$ cat config.mk
export PLATFORM = sky130hd
export DESIGN_NAME = multicycle_ctrl_flat
export DESIGN_NICKNAME = d
export VERILOG_FILES = /design/src/rtl/multicycle_ctrl_if.sv /design/src/rtl/multicycle_ctrl.sv /design/src/flat_wrapper.sv
export SDC_FILE = /design/constraint.sdc
export NUM_CORES = 1
export LEC_CHECK = 0
export BUFFER_PORTS_ARGS = -buffer_cell sky130_fd_sc_hd__clkbuf_2
export CAP_MARGIN = 10
export CORE_AREA = 2 2 39 41
export CTS_CLUSTER_DIAMETER = 120
export DETAILED_ROUTE_END_ITERATION = 8
export DIE_AREA = 0 0 41 43
export PLACE_DENSITY_LB_ADDON = 0.25
export REMOVE_ABC_BUFFERS = 1
export SYNTH_ARGS = -nofsm -noshare
export SYNTH_HDL_FRONTEND = slang
export SYNTH_SLANG_ARGS = --single-unit
$ cat constraint.sdc
create_clock -name clk -period 2.3 [get_ports clk]
set_input_delay 0.46 -clock clk [delete_from_list [all_inputs] [get_ports clk]]
set_output_delay 0.46 -clock clk [all_outputs]
set_load 0.02 [all_outputs]
$ cat src/rtl/multicycle_ctrl_if.sv
// Control bundle between the multicycle main controller and its datapath.
// master: the controller (drives strobes/selects); slave: datapath + memory.
interface multicycle_ctrl_if;
    logic [5:0] opcode;
    logic       mem_ready;
    logic       pc_write;
    logic       pc_write_cond;
    logic       i_or_d;
    logic       mem_read;
    logic       mem_write;
    logic       ir_write;
    logic       mem_to_reg;
    logic       reg_dst;
    logic       reg_write;
    logic       alu_src_a;
    logic [1:0] alu_src_b;
    logic [1:0] alu_op;
    logic [1:0] pc_source;
    logic       illegal_op;
    logic [3:0] state;

    modport master (
        input  opcode, mem_ready,
        output pc_write, pc_write_cond, i_or_d, mem_read, mem_write, ir_write,
               mem_to_reg, reg_dst, reg_write, alu_src_a, alu_src_b, alu_op,
               pc_source, illegal_op, state
    );

    modport slave (
        output opcode, mem_ready,
        input  pc_write, pc_write_cond, i_or_d, mem_read, mem_write, ir_write,
               mem_to_reg, reg_dst, reg_write, alu_src_a, alu_src_b, alu_op,
               pc_source, illegal_op, state
    );
endinterface

$ cat src/rtl/multicycle_ctrl.sv
// Moore-style main control FSM for the multicycle CPU.
// Drives all datapath selects and strobes; memory states stall on mem_ready.
// Optional feature macro: CTRL_ADDI_EN (decodes ADDI via states AEX/AWB).
module multicycle_ctrl (
    input  logic               clk,
    input  logic               rst_n,
    multicycle_ctrl_if.master  bus
);
    localparam logic [5:0] OP_R    = 6'b000000;
    localparam logic [5:0] OP_LW   = 6'b100011;
    localparam logic [5:0] OP_SW   = 6'b101011;
    localparam logic [5:0] OP_BEQ  = 6'b000100;
    localparam logic [5:0] OP_J    = 6'b000010;
`ifdef CTRL_ADDI_EN
    localparam logic [5:0] OP_ADDI = 6'b001000;
`endif

    typedef enum logic [3:0] {
        S_IF    = 4'd0,
        S_ID    = 4'd1,
        S_MADDR = 4'd2,
        S_MRD   = 4'd3,
        S_MWB   = 4'd4,
        S_MWR   = 4'd5,
        S_REX   = 4'd6,
        S_RWB   = 4'd7,
        S_BEQ   = 4'd8,
        S_JMP   = 4'd9,
        S_AEX   = 4'd10,
        S_AWB   = 4'd11
    } state_t;

    state_t state_q;

    // State register and next-state logic; unknown encodings recover to fetch.
    always_ff @(posedge clk or negedge rst_n) begin
        if (!rst_n) begin
            state_q <= S_IF;
        end else begin
            case (state_q)
                S_IF:    if (bus.mem_ready) state_q <= S_ID;
                S_ID: begin
                    case (bus.opcode)
                        OP_LW, OP_SW: state_q <= S_MADDR;
                        OP_R:         state_q <= S_REX;
                        OP_BEQ:       state_q <= S_BEQ;
                        OP_J:         state_q <= S_JMP;
`ifdef CTRL_ADDI_EN
                        OP_ADDI:      state_q <= S_AEX;
`endif
                        default:      state_q <= S_IF;
                    endcase
                end
                S_MADDR: state_q <= (bus.opcode == OP_LW) ? S_MRD :
                                    (bus.opcode == OP_SW) ? S_MWR : S_IF;
                S_MRD:   if (bus.mem_ready) state_q <= S_MWB;
                S_MWB:   state_q <= S_IF;
                S_MWR:   if (bus.mem_ready) state_q <= S_IF;
                S_REX:   state_q <= S_RWB;
                S_RWB:   state_q <= S_IF;
                S_BEQ:   state_q <= S_IF;
                S_JMP:   state_q <= S_IF;
`ifdef CTRL_ADDI_EN
                S_AEX:   state_q <= S_AWB;
                S_AWB:   state_q <= S_IF;
`endif
                default: state_q <= S_IF;
            endcase
        end
    end

    // Output decode: pure function of state, plus mem_ready in IF and opcode in ID.
    always_comb begin
        bus.pc_write      = 1'b0;
        bus.pc_write_cond = 1'b0;
        bus.i_or_d        = 1'b0;
        bus.mem_read      = 1'b0;
        bus.mem_write     = 1'b0;
        bus.ir_write      = 1'b0;
        bus.mem_to_reg    = 1'b0;
        bus.reg_dst       = 1'b0;
        bus.reg_write     = 1'b0;
        bus.alu_src_a     = 1'b0;
        bus.alu_src_b     = 2'd0;
        bus.alu_op        = 2'd0;
        bus.pc_source     = 2'd0;
        bus.illegal_op    = 1'b0;
        case (state_q)
            S_IF: begin
                // PC+4 computed every fetch cycle; loads gated by memory completion
                bus.mem_read  = 1'b1;
                bus.alu_src_b = 2'd1;
                bus.ir_write  = bus.mem_ready;
                bus.pc_write  = bus.mem_ready;
            end
            S_ID: begin
                bus.alu_src_b = 2'd3;
                case (bus.opcode)
                    OP_R, OP_LW, OP_SW, OP_BEQ, OP_J: bus.illegal_op = 1'b0;
`ifdef CTRL_ADDI_EN
                    OP_ADDI:                          bus.illegal_op = 1'b0;
`endif
                    default:                          bus.illegal_op = 1'b1;
                endcase
            end
            S_MADDR: begin
                bus.alu_src_a = 1'b1;
                bus.alu_src_b = 2'd2;
            end
            S_MRD: begin
                bus.mem_read = 1'b1;
                bus.i_or_d   = 1'b1;
            end
            S_MWB: begin
                bus.reg_write  = 1'b1;
                bus.mem_to_reg = 1'b1;
            end
            S_MWR: begin
                bus.mem_write = 1'b1;
                bus.i_or_d    = 1'b1;
            end
            S_REX: begin
                bus.alu_src_a = 1'b1;
                bus.alu_op    = 2'd2;
            end
            S_RWB: begin
                bus.reg_write = 1'b1;
                bus.reg_dst   = 1'b1;
            end
            S_BEQ: begin
                bus.alu_src_a     = 1'b1;
                bus.alu_op        = 2'd1;
                bus.pc_write_cond = 1'b1;
                bus.pc_source     = 2'd1;
            end
            S_JMP: begin
                bus.pc_write  = 1'b1;
                bus.pc_source = 2'd2;
            end
`ifdef CTRL_ADDI_EN
            S_AEX: begin
                bus.alu_src_a = 1'b1;
                bus.alu_src_b = 2'd2;
            end
            S_AWB: begin
                bus.reg_write = 1'b1;
            end
`endif
            default: ;
        endcase
    end

    assign bus.state = state_q;

endmodule

$ cat src/flat_wrapper.sv
// flat-port wrapper written by rule: the top's interface ports become plain ports
module multicycle_ctrl_flat 
  (clk, rst_n, bus_opcode, bus_mem_ready, bus_pc_write, bus_pc_write_cond, bus_i_or_d, bus_mem_read, bus_mem_write, bus_ir_write, bus_mem_to_reg, bus_reg_dst, bus_reg_write, bus_alu_src_a, bus_alu_src_b, bus_alu_op, bus_pc_source, bus_illegal_op, bus_state);
  multicycle_ctrl_if bus_i ();
  input  logic clk;
  input  logic rst_n;
  input wire logic [$bits(bus_i.opcode)-1:0] bus_opcode;
  input wire logic [$bits(bus_i.mem_ready)-1:0] bus_mem_ready;
  output wire logic [$bits(bus_i.pc_write)-1:0] bus_pc_write;
  output wire logic [$bits(bus_i.pc_write_cond)-1:0] bus_pc_write_cond;
  output wire logic [$bits(bus_i.i_or_d)-1:0] bus_i_or_d;
  output wire logic [$bits(bus_i.mem_read)-1:0] bus_mem_read;
  output wire logic [$bits(bus_i.mem_write)-1:0] bus_mem_write;
  output wire logic [$bits(bus_i.ir_write)-1:0] bus_ir_write;
  output wire logic [$bits(bus_i.mem_to_reg)-1:0] bus_mem_to_reg;
  output wire logic [$bits(bus_i.reg_dst)-1:0] bus_reg_dst;
  output wire logic [$bits(bus_i.reg_write)-1:0] bus_reg_write;
  output wire logic [$bits(bus_i.alu_src_a)-1:0] bus_alu_src_a;
  output wire logic [$bits(bus_i.alu_src_b)-1:0] bus_alu_src_b;
  output wire logic [$bits(bus_i.alu_op)-1:0] bus_alu_op;
  output wire logic [$bits(bus_i.pc_source)-1:0] bus_pc_source;
  output wire logic [$bits(bus_i.illegal_op)-1:0] bus_illegal_op;
  output wire logic [$bits(bus_i.state)-1:0] bus_state;
  assign bus_i.opcode = bus_opcode;
  assign bus_i.mem_ready = bus_mem_ready;
  assign bus_pc_write = bus_i.pc_write;
  assign bus_pc_write_cond = bus_i.pc_write_cond;
  assign bus_i_or_d = bus_i.i_or_d;
  assign bus_mem_read = bus_i.mem_read;
  assign bus_mem_write = bus_i.mem_write;
  assign bus_ir_write = bus_i.ir_write;
  assign bus_mem_to_reg = bus_i.mem_to_reg;
  assign bus_reg_dst = bus_i.reg_dst;
  assign bus_reg_write = bus_i.reg_write;
  assign bus_alu_src_a = bus_i.alu_src_a;
  assign bus_alu_src_b = bus_i.alu_src_b;
  assign bus_alu_op = bus_i.alu_op;
  assign bus_pc_source = bus_i.pc_source;
  assign bus_illegal_op = bus_i.illegal_op;
  assign bus_state = bus_i.state;
  multicycle_ctrl u_core (.clk(clk), .rst_n(rst_n), .bus(bus_i));
endmodule
[Word level (Yosys, flattened, before mapping)]
Cells that the tools add are included.
Cells by class
  equal/unequal tests: 16
  order comparisons: 0
  $mul: 0
  add/sub/neg operators: 0
  bitwise gates (word level): 0
  shifts and indexed selects: 0
  reductions and logical operators: 9
  mux-type cells: 22
  div/mod/pow operators: 0
Operator list (count)
  $pmux W4 S6: 1
  $eq A4 B3 Y1 const B: 4
  $mux W4: 4
  $pmux W4 S4: 1
  $eq A6 B6 Y1 const B: 2
  $mux W1: 11
  $eq A4 B2 Y1 const B: 2
  $eq A4 B4 Y1 const B: 2
  $pmux W2 S2: 2
  $reduce_or A2 Y1: 4
  $eq A6 B2 Y1 const B: 1
  $eq A6 B3 Y1 const B: 1
  $logic_not A6 Y1: 1
  $ne A2 B2 Y1 const B: 3
  $pmux W2 S3: 1
  $reduce_or A5 Y1: 1
  $eq A4 B1 Y1 const B: 1
  $logic_not A4 Y1: 1
  $mux W3: 1
  $reduce_and A3 Y1: 1
  $reduce_or A3 Y1: 1
  $pmux W1 S2: 1
Storage, ports and cells
  output and inout bits: 21
  RAM bits: 0
  logic and storage cells: 48
  latch bits: 0
  register bits: 4
  memories kept: 0
  bits in read-only memories: 0

[Longest topological paths before layout]
Gate-level depths: netlist of run 1.
  depth in word-level cells: 4
  mapped depth: 5
  gate-level depth less buffers: 4

[Least setup slack after synthesis of run 1]
Ideal clock, no wire load.
  kind: reg2out
  start: register u_core.state_q[3], in the netlist u_core.bus.state[3]
  end: output bus_reg_write
  required time: 1840 ps
  cell stages (with the launch flop): 5
  slack: 244 ps
  arrival time: 1596 ps
  path through: dfrtp_1 -> buf_2 -> nand2b_1 -> nor3_1 -> or2_2
On the way
  longest elaborated chain between the ends: 3
RTL lines
  start, declared: line multicycle_ctrl.sv:33  | state_t state_q;
  start signal, assigned: line multicycle_ctrl.sv:54  | S_MADDR: state_q <= (bus.opcode == OP_LW) ? S_MRD :
  $eq A4 B3 Y1: line multicycle_ctrl.sv:88  | case (state_q)
  $reduce_or A2 Y1 (no source line) *
  $mux W1 *: line multicycle_ctrl.sv:88
  end, declared: line flat_wrapper.sv:17  | output wire logic [$bits(bus_i.reg_write)-1:0] bus_reg_write;
Every way passes the cells marked *; elsewhere a longest branch is shown, timed or not.

[Worst setup path in the final report of run 1]
  start: register u_core.state_q[1], in the netlist u_core.bus.state[1]
  end: output bus_illegal_op
On the way
  longest elaborated chain between the ends: 2
RTL lines
  $eq A4 B1 Y1: line multicycle_ctrl.sv:88
  $mux W1: line multicycle_ctrl.sv:88
  end, declared: line flat_wrapper.sv:22  | output wire logic [$bits(bus_i.illegal_op)-1:0] bus_illegal_op;
Every way passes these cells.

==> results.ini, run 1 <==
[status]
status = completed

[pwr]
p_per_area_nw_per_um2 = 809
p_leak_nw = 0.316
ir_drop_uv = 388
total_power_mw = 0.546

[route]
topRoutingLayerUsed = met4
firstDrtPassIters = 3
finalWirelength_mm = 1.27
postRouteAntennaNets = 0
dr_total_vias = 604
vias_per_cell = 5.49
first_iter_violations = 4
wl_met3_um = 97
wl_per_cell_um = 11.6
m1WireLength_um = 575
route.met2.wl_um = 582
drc = 0

[logic_synthesis]
syn_inst = 68
synth_largest_area_cell = dfrtp_1
synth_top_area_share_pct = 19.0
synth.area.top_cells = dfrtp_1 19%, nor2_1 7.9%, nor3_1 5.7%
syn_avg_cell_area_um2 = 7.73
synthDistinctLibCells = 33
yosysWarnings = 0
ys_seq_area_share_pct = 19.0
synth.cell_area_um2 = 526
synth_seq_cells = 4

[placement]
numPortBuffers = 29
gp_congestion = 0.751
place_hpwl_um = 969
dp_slack_ps = 270

[setup_path]
critPathRequiredTime_ps = 1840
arrival_ps = 1590
startpoint_type = flop
r2r_start = u_core.bus.state[0]$_DFFE_PN0P_
crit_start = u_core.bus.state[1]$_DFFE_PN0P_
path_max_fanout = 8
path_class = reg2out
end_kind = output pin

[clock_tree]
h-tree-depth = 1
worstSkewPairLatency_ps = 230
numCtsBuffers = 3
cts_resized = 0
cts_hold_buf = 0
clk_transition_reported_paths_ps = 40
clk_path_buf_depth = 2
cts_sinks = 4
cts_root_buf = clkbuf_4
cts_tree = done
post_cts_buffers = 0

[die]
pin_count = 30
rows = 14
core_area_um2 = 1380
die_area_um2 = 1760
die_x_um = 41
die_h_um = 43
start_util_pct = 38.0

[finish]
fillers = 150
diodes = 0
final_core_util_pct = 48.7
largest_reg_flops = 4
final_nets = 105
seqCellArea_um2 = 100
syn2layout_area_growth_pct = 28.3
multiInputGateArea_um2 = 368
drive_gt1_share_pct = 45.7

[global_route]
grt_usage_pct = 16.5
grt_max_degree = 13
gr-total-overflow = 0
grt_pass1_vias = 499
grt_pass1_wl_mm = 2.03
antenna_found_initial = 0

[timing]
hold_ws_ps = 23.4
tightest_slew_ps = 381
slew_violations = 0
setup_viol = 0
final_hold_viol_count = 0
finalCritPeriodShare_pct = 89.2
rsz0062_at_grt = no
maxSlewHeadroom_pct = 74.6
fmaxAchievable_ghz = 0.488
period_minus_slack_ps = 2050
tns_ps = 0
skew_ps = 0.599
setup_ws_ps = 249

[run]
max_cap_viol_count = 0

[min_path]
hp-class = in2async

==> cells in the final DEF (no fill, tap or decap), types with 2 or more instances in the layout <==
master | synthesis | layout
clkbuf_2 | 0 | 29
dfrtp_1 | 4 | 4
o41ai_1 | 2 | 2
mux2_2 | 2 | 2
nor3_1 | 6 | 6
clkbuf_4 | 0 | 3
xnor2_1 | 2 | 2
o21ai_0 | 3 | 3
or2_2 | 2 | 2
nor2_1 | 11 | 11
nand3_1 | 3 | 3
buf_4 | 3 | 2
and3_1 | 2 | 2
nand2b_1 | 4 | 4
==> where the power goes <==
group          internal (mW)  total (mW)  switching [mW]  leakage [nW]
clock network         0.0584      0.0870          0.0287        0.0138
registers             0.0830       0.114          0.0310        0.0538
logic                  0.136       0.345           0.209         0.248
total                  0.277       0.546           0.268         0.316
==> worst paths after layout <==
path | endpoint | slack (ps) | cells past startpoint
setup / recovery | bus_illegal_op | 250 | 4
hold / removal | u_core.bus.state[0]$_DFFE_PN0P_ | 20 | 1
setup reg to reg | u_core.bus.state[0]$_DFFE_PN0P_ | 710 | 5
hold reg to reg | u_core.bus.state[2]$_DFFE_PN0P_ | 650 | 1
max in group asynchronous | u_core.bus.state[3]$_DFFE_PN0P_ | 2160 | 1
min in group clk | u_core.bus.state[3]$_DFFE_PN0P_ | 580 | 2
==> logic make-up after synthesis <==
group | synth area share [%]
mux | 4.29
flops | 19.0
buf+inv | 11.0
compound gates | 22.9
xor+xnor | 3.33
simple gates | 39.5
==> synth_stat cells, drive strengths merged <==
library cell and number:
or3 1, a31oi 1, nand2 1, xnor2 2, nand3 3, or3b 1
nand4b 1, nor3b 1, nor4b 1, nor4 2, o21a 1, or2 2
a21boi 1, o41ai 3, mux2 2, inv 1, a22oi 1, o2111ai 1
and3 2, a221oi 1, a21oi 1, nor2 11, nand2b 4, nor3 6
o21ai 5, dfrtp 4, buf 8
==> per-layer routing <==
metal  track usage, %  vias up
met5                0        -
met4             8.67        0
met3             3.14        2
met2             24.7       26
met1             21.4      271
li1                 -      305
==> layout make-up <==
cell class / count / area share [%]
Inverter: 1 / 0.557
Sequential cell: 4 / 14.8
Multi-Input combinational cell: 55 / 54.5
Clock buffer: 3 / 3.34
Tap cell: 16 / 2.97
Timing Repair Buffer: 31 / 23.7
==> worst max-delay path, stage by stage, from the launching register on <==
cell,delay (ps)
dfrtp_1,460
nand2b_1,270
nor3_1,300
o21a_1,170
clkbuf_2,160
==> per-stage QoR <==
step                std cells  cell area [um2]
floorplan                  60              472
global placement          107              652
detailed placement        107              652
CTS                       110              674
global route              110              674
finish                    110              674
Power figures use the tool's default switching activity.
==> inputs of run 2 (changes only) <==
--- a/config.mk
+++ b/config.mk
@@ -5,12 +5,12 @@
 export SDC_FILE = /design/constraint.sdc
 export NUM_CORES = 1
 export LEC_CHECK = 0
-export BUFFER_PORTS_ARGS = -buffer_cell sky130_fd_sc_hd__clkbuf_2
+export BUFFER_PORTS_ARGS = -buffer_cell sky130_fd_sc_hd__buf_2
 export CAP_MARGIN = 10
-export CORE_AREA = 2 2 39 41
+export CORE_MARGIN = 1
+export CORE_UTILIZATION = 38
 export CTS_CLUSTER_DIAMETER = 120
 export DETAILED_ROUTE_END_ITERATION = 8
-export DIE_AREA = 0 0 41 43
 export PLACE_DENSITY_LB_ADDON = 0.25
 export REMOVE_ABC_BUFFERS = 1
 export SYNTH_ARGS = -nofsm -noshare
==> constraint.sdc (replaced) <==
create_clock -name clk -period 1.78 [get_ports clk]
set_input_delay 0.356 -clock clk [delete_from_list [all_inputs] [get_ports clk]]
set_output_delay 0.356 -clock clk [all_outputs]
set_load 0.02 [all_outputs]
==> run 2 against run 1 <==
Die area decreased by 13%; largest power group unchanged; critical path type unchanged; clock-buffer cell count stayed put; design area rose by 19%.
==> results.ini, run 2 (synthesis gave the netlist of run 1 again) <==
[clock_tree]
clk_transition_reported_paths_ps = 40  ; about the same
cts_sinks = 4  ; unchanged
worstSkewPairLatency_ps = 230  ; about the same
clk_path_buf_depth = 2  ; unchanged
cts_tree = done
numCtsBuffers = 3  ; unchanged
cts_root_buf = clkbuf_4
h-tree-depth = 1  ; unchanged

[timing]
finalCritPeriodShare_pct = 99.2
final_hold_viol_count = 0  ; unchanged
tightest_slew_ps = 289  ; -91.6 ps
rsz0062_at_grt = yes
setup_viol = 0  ; unchanged
skew_ps = 2.69  ; +2.09 ps
fmaxAchievable_ghz = 0.566
period_minus_slack_ps = 1770
slew_violations = 0  ; unchanged
maxSlewHeadroom_pct = 80.5  ; +5.9 points

[finish]
final_cell_mix = 28 x buf_2, 12 x buf_4, 11 x nor2_1
fillers = 123  ; -18%
diodes = 0  ; unchanged
final_nets = 117  ; +11%
largest_reg_flops = 4  ; unchanged
fin_area_um2 = 803  ; +19%
final_common_cell = buf_2
syn2layout_area_growth_pct = 52.9
drive_gt1_share_pct = 58.5  ; +13 points

[pwr]
p_switching_mw = 0.359  ; +34%
switching_share_pct = 46.1  ; -3.1 points
total_power_mw = 0.778  ; +43%
ir_drop_uv = 490  ; +26%
seqPwrFrac_pct = 18.2  ; -2.7 points
power.internal_mw = 0.419  ; +51%
p_leak_nw = 0.394  ; +25%
p_clk_share_pct = 14.2  ; -1.8 points
p_per_area_nw_per_um2 = 969  ; +20%
combPwrFrac_pct = 67.6  ; +4.4 points

[setup_path]
arrival_ps = 1410  ; -180 ps
r2r_start = u_core.bus.state[0]$_DFFE_PN0P_
reg2reg_depth = 5  ; unchanged
reg2reg_to = u_core.bus.state[0]$_DFFE_PN0P_
end_kind = output pin
startpoint_type = flop
path_class = reg2out
critPathSlowestCell = dfrtp_2
critPathRequiredTime_ps = 1420  ; -420 ps
r2r_slack_ps = 270  ; -440 ps
crit_path_max_incr_delay_ps = 440  ; -20 ps
path_max_fanout = 8  ; unchanged
crit_chain = nand2b_1 > nor2_1 > or2_2 > buf_2

[status]
status = completed

[global_route]
antenna_found_initial = 0  ; unchanged
grt_pass1_vias = 505  ; +1.2%
grt_max_degree = 12  ; -1
gr-total-overflow = 0  ; unchanged
grt_pass1_wl_mm = 2.06  ; +1.7%
grt_usage_pct = 20.4  ; +3.8 points

[route]
wl_met3_um = 84  ; -13%
wl_per_cell_um = 11.6  ; +0.19%
drc = 0  ; unchanged
finalWirelength_mm = 1.40  ; +10%
postRouteAntennaNets = 0  ; unchanged
vias_per_cell = 5.44  ; -0.96%
first_iter_violations = 6  ; +2
dr_total_vias = 658  ; +8.9%
m1WireLength_um = 620  ; +7.8%
topRoutingLayerUsed = met3
firstDrtPassIters = 4  ; +1
route.met2.wl_um = 698  ; +20%

[die]
rows = 13  ; -1
pin_count = 30  ; unchanged
core_area_um2 = 1300  ; -6.0%
die_x_um = 39.2  ; -4.4%
die_area_um2 = 1540  ; -13%
start_util_pct = 40.4  ; +2.4 points
die_h_um = 39.2  ; -8.9%

[placement]
numPortBuffers = 29  ; unchanged
placed_cell_area_um2 = 696  ; +6.7%
place_hpwl_um = 968  ; -0.18%
gp_congestion = 0.756  ; +0.69%

[min_path]
min_delay_path_depth = 2
min_delay_worst_endpoint = u_core.bus.state[3]$_DFFE_PN0P_
hp-class = in2reg
worstHoldStart = bus_opcode[4]

[run]
max_cap_viol_count = 0  ; unchanged

==> run 2: per-layer routing <==
layer / track usage, % / up-vias
li1: - / 325
met1: 22.7 / 304
met2: 36.3 / 29
met3: 3.47 / 0
met4: 10.3 / 0
met5: 0 / -
==> run 2: critical path, delay by kind of cell, from the launching register on <==
kind	cells	cell delay, ps
simple gates	3	580
flops	1	440
buf+inv	1	160
==> run 2: what timing repair did <==
action                                  4_1_cts  5_1_grt
hold endpoints to repair                      4        0
endpoints found under the setup margin        6        6
hold buffers                                  1        0
setup buffers                                 0        5
gates resized for setup                       6        6
pin swaps                                     0        1
==> run 2: stage by stage <==
| stage | TNS [ps] | cells | util, % | setup WS (ps) | hold WS [ps] |
|---|---|---|---|---|---|
| after floorplan | -609 | 60 | - | -210 | 60.4 |
| after global placement | 0 | 112 | 53.5 | 82.7 | 160 |
| after detailed placement | 0 | 112 | 53.5 | 37.5 | 163 |
| after CTS | -5.77 | 116 | 57.2 | -3.72 | 438 |
| after global routing | -110 | 121 | 61.7 | -42.8 | 458 |
| final | 0 | 121 | 61.7 | 13.4 | 444 |
==> run 2: layout make-up <==
cell class | instances | area, um2 | share of cell area, %
multi-input cells | 55 | 392 | 48.8
flip-flops and latches | 4 | 104 | 12.9
clock buffers | 3 | 22.5 | 2.80
repair buffers | 43 | 263 | 32.7
inverters | 1 | 3.75 | 0.467
well taps | 15 | 18.8 | 2.34
==> run 2: how the worst max path moves through the flow <==
stage	startpoint	endpoint	slack [ps]	depth (start not counted)
floorplan	u_core.bus.state[2]$_DFFE_PN0P_	bus_pc_source[0]	-210	2
global placement	bus_opcode[3]	bus_illegal_op	80	6
detailed placement	bus_opcode[3]	bus_illegal_op	40	6
CTS	u_core.bus.state[2]$_DFFE_PN0P_	bus_alu_src_a	-4	4
global route	u_core.bus.state[3]$_DFFE_PN0P_	bus_reg_write	-40	4
finish	u_core.bus.state[3]$_DFFE_PN0P_	bus_reg_write	10	4
==> run 2: power groups by stage <==
stage,registers (mW),logic [mW],clock network [mW]
5_1_grt,0.148,0.573,0.127
6_report,0.142,0.526,0.111
3_3_place_gp,0.139,0.479,0
2_1_floorplan,0.179,0.259,0
3_5_place_dp,0.139,0.480,0
4_1_cts,0.142,0.497,0.115
